$ cat src/rtl/lock_pkg.sv
// Shared definitions for the time-keyed lock blocks: FSM state encoding,
// default bank geometry and the phase-to-window decode used by every
// block that must stay phase-aligned with the key sequencer.
package lock_pkg;

    typedef enum logic [1:0] {
        IDLE = 2'd0,
        LOAD = 2'd1,
        PEND = 2'd2
    } state_t;

    localparam int DEFAULT_KEY_W    = 10;
    localparam int DEFAULT_NUM_KEYS = 3;
    localparam int DEFAULT_WINDOW   = 6;
    localparam int DEFAULT_PH_W     = 6;
    localparam int PERIOD           = DEFAULT_NUM_KEYS * DEFAULT_WINDOW;

    // Window index by range compare, so no divider is built. The loop bound
    // is fixed at 4 because the window index is two bits wide.
    function automatic logic [1:0] phase_to_win(input int unsigned ph,
                                                input int unsigned window,
                                                input int unsigned num_keys);
        logic [1:0] w;
        w = 2'd0;
        for (int unsigned k = 1; k < 4; k++) begin
            if (k < num_keys && ph >= k * window) begin
                w = 2'(k);
            end
        end
        return w;
    endfunction

endpackage

$ cat src/rtl/lock_phase_counter.sv
// Free-running 0..NUM_KEYS*WINDOW-1 phase counter with window decode.
// Shared by the key sequencer and the locked FSMs so that both sides
// advance on the same negedge and can never drift apart.
module lock_phase_counter
    import lock_pkg::*;
#(
    parameter int NUM_KEYS = DEFAULT_NUM_KEYS,
    parameter int WINDOW   = DEFAULT_WINDOW,
    parameter int PH_W     = DEFAULT_PH_W
) (
    input  logic            clk,
    input  logic            rst,
    output logic [PH_W-1:0] phase,
    output logic [1:0]      win,
    output logic            wrap
);

    localparam int LAST = NUM_KEYS * WINDOW - 1;

    assign wrap = (phase >= PH_W'(LAST));
    assign win  = phase_to_win(32'(phase), WINDOW, NUM_KEYS);

    // Phase advances every negedge and wraps back to 0 after the last window.
    // NOTE: sequential state uses non-blocking assignments so every register
    // samples pre-edge values regardless of block ordering.
    always_ff @(negedge clk or posedge rst) begin
        if (rst) begin
            phase <= '0;
        end else if (wrap) begin
            phase <= '0;
        end else begin
            phase <= phase + 1'b1;
        end
    end

endmodule

$ cat src/rtl/key_window_sequencer.sv
// Key bank with serial provisioning. Keys are shifted into a shadow bank
// and committed to the active bank only at a phase wrap, so the consumer
// always sees a complete key schedule starting from phase 0.
module key_window_sequencer
    import lock_pkg::*;
#(
    parameter int KEY_W    = DEFAULT_KEY_W,
    parameter int NUM_KEYS = DEFAULT_NUM_KEYS,
    parameter int WINDOW   = DEFAULT_WINDOW,
    parameter int PH_W     = DEFAULT_PH_W
) (
    input  logic             clk,
    input  logic             rst,
    input  logic             load_start,
    input  logic             load_valid,
    input  logic             load_bit,
    output logic             load_ready,
    output logic             load_err,
    input  logic             zeroize,
    output logic             bank_valid,
    output logic [KEY_W-1:0] key_out,
    output logic [PH_W-1:0]  phase,
    output logic [1:0]       win
);

    localparam int TOTAL = NUM_KEYS * KEY_W;
    localparam int CNT_W = $clog2(TOTAL + 1);

    state_t           state;
    state_t           next_state;
    logic [CNT_W-1:0] bitcnt;
    logic [TOTAL-1:0] shadow;
    logic [TOTAL-1:0] active;
    logic             wrap;
    logic             accept;
    logic             last_bit;

    lock_phase_counter #(
        .NUM_KEYS (NUM_KEYS),
        .WINDOW   (WINDOW),
        .PH_W     (PH_W)
    ) u_phase (
        .clk   (clk),
        .rst   (rst),
        .phase (phase),
        .win   (win),
        .wrap  (wrap)
    );

    assign accept   = (state == LOAD) && load_valid && !load_start && !zeroize;
    assign last_bit = accept && (bitcnt == CNT_W'(TOTAL - 1));

    // State register.
    always_ff @(negedge clk or posedge rst) begin
        if (rst) begin
            state <= IDLE;
        end else begin
            state <= next_state;
        end
    end

    // Next-state logic: zeroize beats load_start, which beats normal flow.
    // NOTE: default assignment first so no path leaves next_state unassigned
    // and no latch is inferred.
    always_comb begin
        next_state = state;
        if (zeroize) begin
            next_state = IDLE;
        end else if (load_start) begin
            next_state = LOAD;
        end else begin
            case (state)
                LOAD:    if (last_bit) next_state = PEND;
                PEND:    if (wrap)     next_state = IDLE;
                default: next_state = state;
            endcase
        end
    end

    // Outputs decoded from state only.
    always_comb begin
        load_ready = (state == LOAD);
    end

    // Key banks, bit counter, commit and abort pulse.
    // NOTE: both key banks are reset and wiped explicitly; this storage holds
    // secrets, so it must never come up holding stale contents.
    always_ff @(negedge clk or posedge rst) begin
        if (rst) begin
            bitcnt     <= '0;
            shadow     <= '0;
            active     <= '0;
            bank_valid <= 1'b0;
            load_err   <= 1'b0;
        end else if (zeroize) begin
            bitcnt     <= '0;
            shadow     <= '0;
            active     <= '0;
            bank_valid <= 1'b0;
            load_err   <= 1'b0;
        end else begin
            load_err <= load_start && (state != IDLE);
            if (load_start) begin
                bitcnt <= '0;
                shadow <= '0;
            end else if (accept) begin
                shadow <= {load_bit, shadow[TOTAL-1:1]};
                bitcnt <= bitcnt + 1'b1;
            end else if (state == PEND && wrap) begin
                active     <= shadow;
                bank_valid <= 1'b1;
            end
        end
    end

    // Key bus: the active key for the current window, or all-zero when empty.
    always_comb begin
        key_out = '0;
        for (int k = 0; k < NUM_KEYS; k++) begin
            if (bank_valid && win == 2'(k)) begin
                key_out = active[k*KEY_W +: KEY_W];
            end
        end
    end

endmodule

$ cat config.mk
export PLATFORM = sky130hd
export DESIGN_NAME = key_window_sequencer
export DESIGN_NICKNAME = d
export VERILOG_FILES = /design/src/rtl/lock_pkg.sv /design/src/rtl/lock_phase_counter.sv /design/src/rtl/key_window_sequencer.sv
export SDC_FILE = /design/constraint.sdc
export NUM_CORES = 1
export LEC_CHECK = 0
export CORE_MARGIN = 2
export CORE_UTILIZATION = 40
export CTS_BUF_LIST = sky130_fd_sc_hd__clkbuf_4 sky130_fd_sc_hd__clkbuf_8
export CTS_CLUSTER_SIZE = 12
export DETAILED_ROUTE_END_ITERATION = 12
export SLEW_MARGIN = 20
export SYNTH_ARGS = -nofsm -noshare
export SYNTH_HDL_FRONTEND = slang
export SYNTH_SLANG_ARGS = --single-unit
$ cat constraint.sdc
create_clock -name clk -period 3.4 [get_ports clk]
set_clock_uncertainty 0.1 [all_clocks]
set_input_delay 0.68 -clock clk [delete_from_list [all_inputs] [get_ports clk]]
set_output_delay 0.68 -clock clk [all_outputs]
set_load 0.1 [all_outputs]
==> summary.txt <==
Clock tree
  • TritonCTS clock tree: done
  • Worst-case clock buffer depth: 2
  • Clock Pin Slew Worst Setup and Hold Paths: 0.05 ns
  • Clk_lat worst skew: 0.33 ns
  • Clock sink total: 75
  • H-tree depth: 3
  • Num CTS Buffers: 9
  • Clock Root Buffer: clkbuf_8

Hold path
  • Worst Hold Class: flip-flop to flip-flop
  • Min-delay src: active[13]
  • Worst Hold End: active[13]
  • Hold depth: 2

Floorplan
  • Core area: 9110 um^2
  • Cell Rows: 35
  • Die area: 10100 um^2
  • Die X: 100 um
  • IO Pins: 27
  • Die height: 100 um
  • Starting Density: 40.8%

Drt
  • Drt wl/cell: 15.5 um
  • Antenna Violating Nets Remaining: 0
  • Met3 WL: 140 um
  • Vias per cell: 5.02
  • Top Layer Used: met4
  • Met2 Wirelength: 4200 um
  • First-pass iteration count of the detailed router: 4
  • Met1 wire length: 4160 um
  • DR iter-0 viols: 177
  • Vias: 2798
  • Routed wire length: 8650 um
  • Post-route DRC: 0

Timing
  • Final Slew Violations: 0
  • RSZ-0062 raised after global routing: true
  • Worst hold slack: 0.401 ns
  • Hold Vio Cnt, Final: 0
  • Final worst setup slack: -0.926 ns
  • Setup violators final: 21

Cells and area
  • Layout cell share with drive strength beyond 1: 23.1%
  • N_diodes: 0
  • Multi-input logic area: 1810 um^2
  • Register Area: 1880 um^2
  • Area added between synthesis and finish: 38.4%
  • Nets: 453
  • Fillers: 780

Global routing
  • First-pass GRT wire length: 14400 um
  • Number of global-route vias before repair: 2831
  • Gr ovfl total: 0
  • All-Layer GR Usage: 18.3%
  • Largest net degree at the start of global routing: 64
  • Initial antenna violation count: 0

Placed design
  • Setup WS pre-CTS: -0.613 ns
  • Hpwl dp: 5270 um
  • # port buffers: 26
  • Placer Congestion: 0.785

Synthesis
  • Leading area contributor after synthesis: dfrtn_1
  • Cell variety after synth: 35
  • Mapped Cells: 387
  • Register bit total from synthesis: 75
  • Syn Nets: 399
  • Seq/Total Area, Yosys: 50.5%
  • Synth warn: 0
  • Synth area leaders: dfrtn_1, nand2b_1, mux2i_1
  • Syn Area/Cell: 9.61 um^2
  • Post-synth top area share: 50.5%
  • Synth Cell Area: 3720 um^2

Critical path
  • Reg2reg start: u_phase.phase[1]
  • Data required time of the critical path: 2.62 ns
  • CP Buf/Inv Count: 3
  • CP arrival: 3.55 ns
  • Cells along the critical path: buf_4 -> a21oi_1 -> nand3_1 -> buf_4 -> o221ai_4 -> buf_12
  • Reg-to-reg endpoint: active[8]
  • Largest fanout on the critical path: 4
  • Critical path type: flip-flop to primary output
  • CP max-delay cell: dfrtn_1
  • CP endpoint kind: primary output
  • Worst path max stage delay: 0.39 ns
  • Cell family with most CP delay: buffers and inverters
  • CP Launch Type: flip-flop
  • Register-to-Register Path Depth: 10
  • Cell repeated most along the worst path: buf_4
  • Reg2Reg Setup Slack: 0.97 ns

Job
  • Max-Cap Viols: 0

Power
  • Peak supply drop: 188 uV
  • Leak: 2.04 nW
  • Power Density: 379 nW/um^2

Outcome
  • Failing checks: setup timing
  • Status: finished with violations
[cell usage in the layout, fill, tap and decap left out, types with 3 or more instances in the layout]
master / instances
clkdlybuf4s50_1: 3
xor2_1: 3
inv_1: 26
buf_8: 3
bufinv_16: 3
nor2_1: 10
buf_12: 26
clkbuf_8: 10
o221ai_4: 10
buf_4: 25
nand2b_1: 60
dfrtn_1: 75
nand2_1: 62
a21oi_1: 34
ha_1: 6
nand3_1: 14
mux2i_1: 30
buf_6: 7
[Yosys cell counts (all sizes together)]
master / n
nand3: 15
and3b: 2
dfrtn: 75
nor2: 10
nor3: 1
o221ai: 10
nand3b: 1
nor2b: 2
nor4bb: 2
a21o: 2
buf: 7
xnor2: 2
ha: 6
a31oi: 1
or3: 2
xor2: 3
a211oi: 1
and4: 1
clkbuf: 19
a211o: 2
inv: 27
o21ai: 2
o21ba: 1
a21oi: 34
o21a: 1
or2: 1
o211ai: 1
a21bo: 1
mux2i: 30
nand4b: 1
conb: 1
nand2b: 60
or4b: 1
nand2: 62
[worst max path at each step]
stage	startpoint	end	slack (ns)	cells past startpoint
2_1_floorplan	u_phase.phase[2]	key_out[0]	-1.86	4
6_report	u_phase.phase[2]	key_out[6]	-0.93	6
3_3_place_gp	u_phase.phase[2]	key_out[5]	-0.57	5
5_1_grt	u_phase.phase[2]	key_out[6]	-0.99	6
3_5_place_dp	u_phase.phase[3]	key_out[5]	-0.61	5
4_1_cts	u_phase.phase[2]	key_out[6]	-0.90	6
[layer usage]
metal / up-vias / track usage [%]
li1: 1375 / -
met3: 12 / 2.51
met4: 0 / 6.64
met5: - / 0
met2: 30 / 28.8
met1: 1381 / 25.9
[power by group]
part / switching [mW] / internal, mW
Sequential: 0.00566 / 0.902
Clock: 0.331 / 0.514
Combinational: 0.119 / 0.0790
Total: 0.455 / 1.50
[timing repair]
item / CTS / global route
endpoints found under the setup margin: 83 / 61
gates cloned: 3 / 1
setup buffers: 9 / 5
gates resized for setup: 33 / 6
pin swaps: 6 / 7
hold buffers: 0 / 0
[state kept, by name (all words and copies together), names as in the netlist]
name,flops
load_err,1
active,30
bank_valid,1
u_phase.phase,6
bitcnt,5
state,2
shadow,30
[metrics by stage]
step                      std cells  util [%]  power [mW]  TNS [ns]  cell area [um^2]
after floorplan                 387         -        1.04    -21.00              3830
after global placement          528      49.9        1.11    -35.74              4540
after detailed placement        528      49.9        1.11    -36.65              4540
after CTS                       554      56.1        1.95    -11.43              5110
after global routing            557      56.5        2.02    -12.66              5140
final                           557      56.5        1.95    -11.56              5140
[worst min-delay path: cells and delay by family (launching register included)]
family / cells / cell delay [ns]
and+or+nand+nor: 1 / 0.06
DFF: 1 / 0.40
muxes: 1 / 0.11
[layout make-up]
cell class	instances	area share, %
Clock buffer	11	2.82
Clock inverter	5	1.95
Inverter	27	2.04
Multi-Input combinational cell	259	35.3
Sequential cell	75	36.5
Tap cell	111	2.70
Timing Repair Buffer	69	18.8
[cell families after synthesis]
| logic type | count (synthesis) | share of synthesized area [%] |
|---|---|---|
| simple gates | 161 | 22.4 |
| flops | 75 | 50.5 |
| compound gates | 56 | 9.39 |
| buf+inv | 53 | 6.36 |
| mux | 30 | 8.08 |
| fa+ha+maj | 6 | 2.02 |
| xor+xnor | 5 | 1.18 |
| other cells | 1 | 0.101 |
Note: power is estimated with default switching activity, not from simulation.
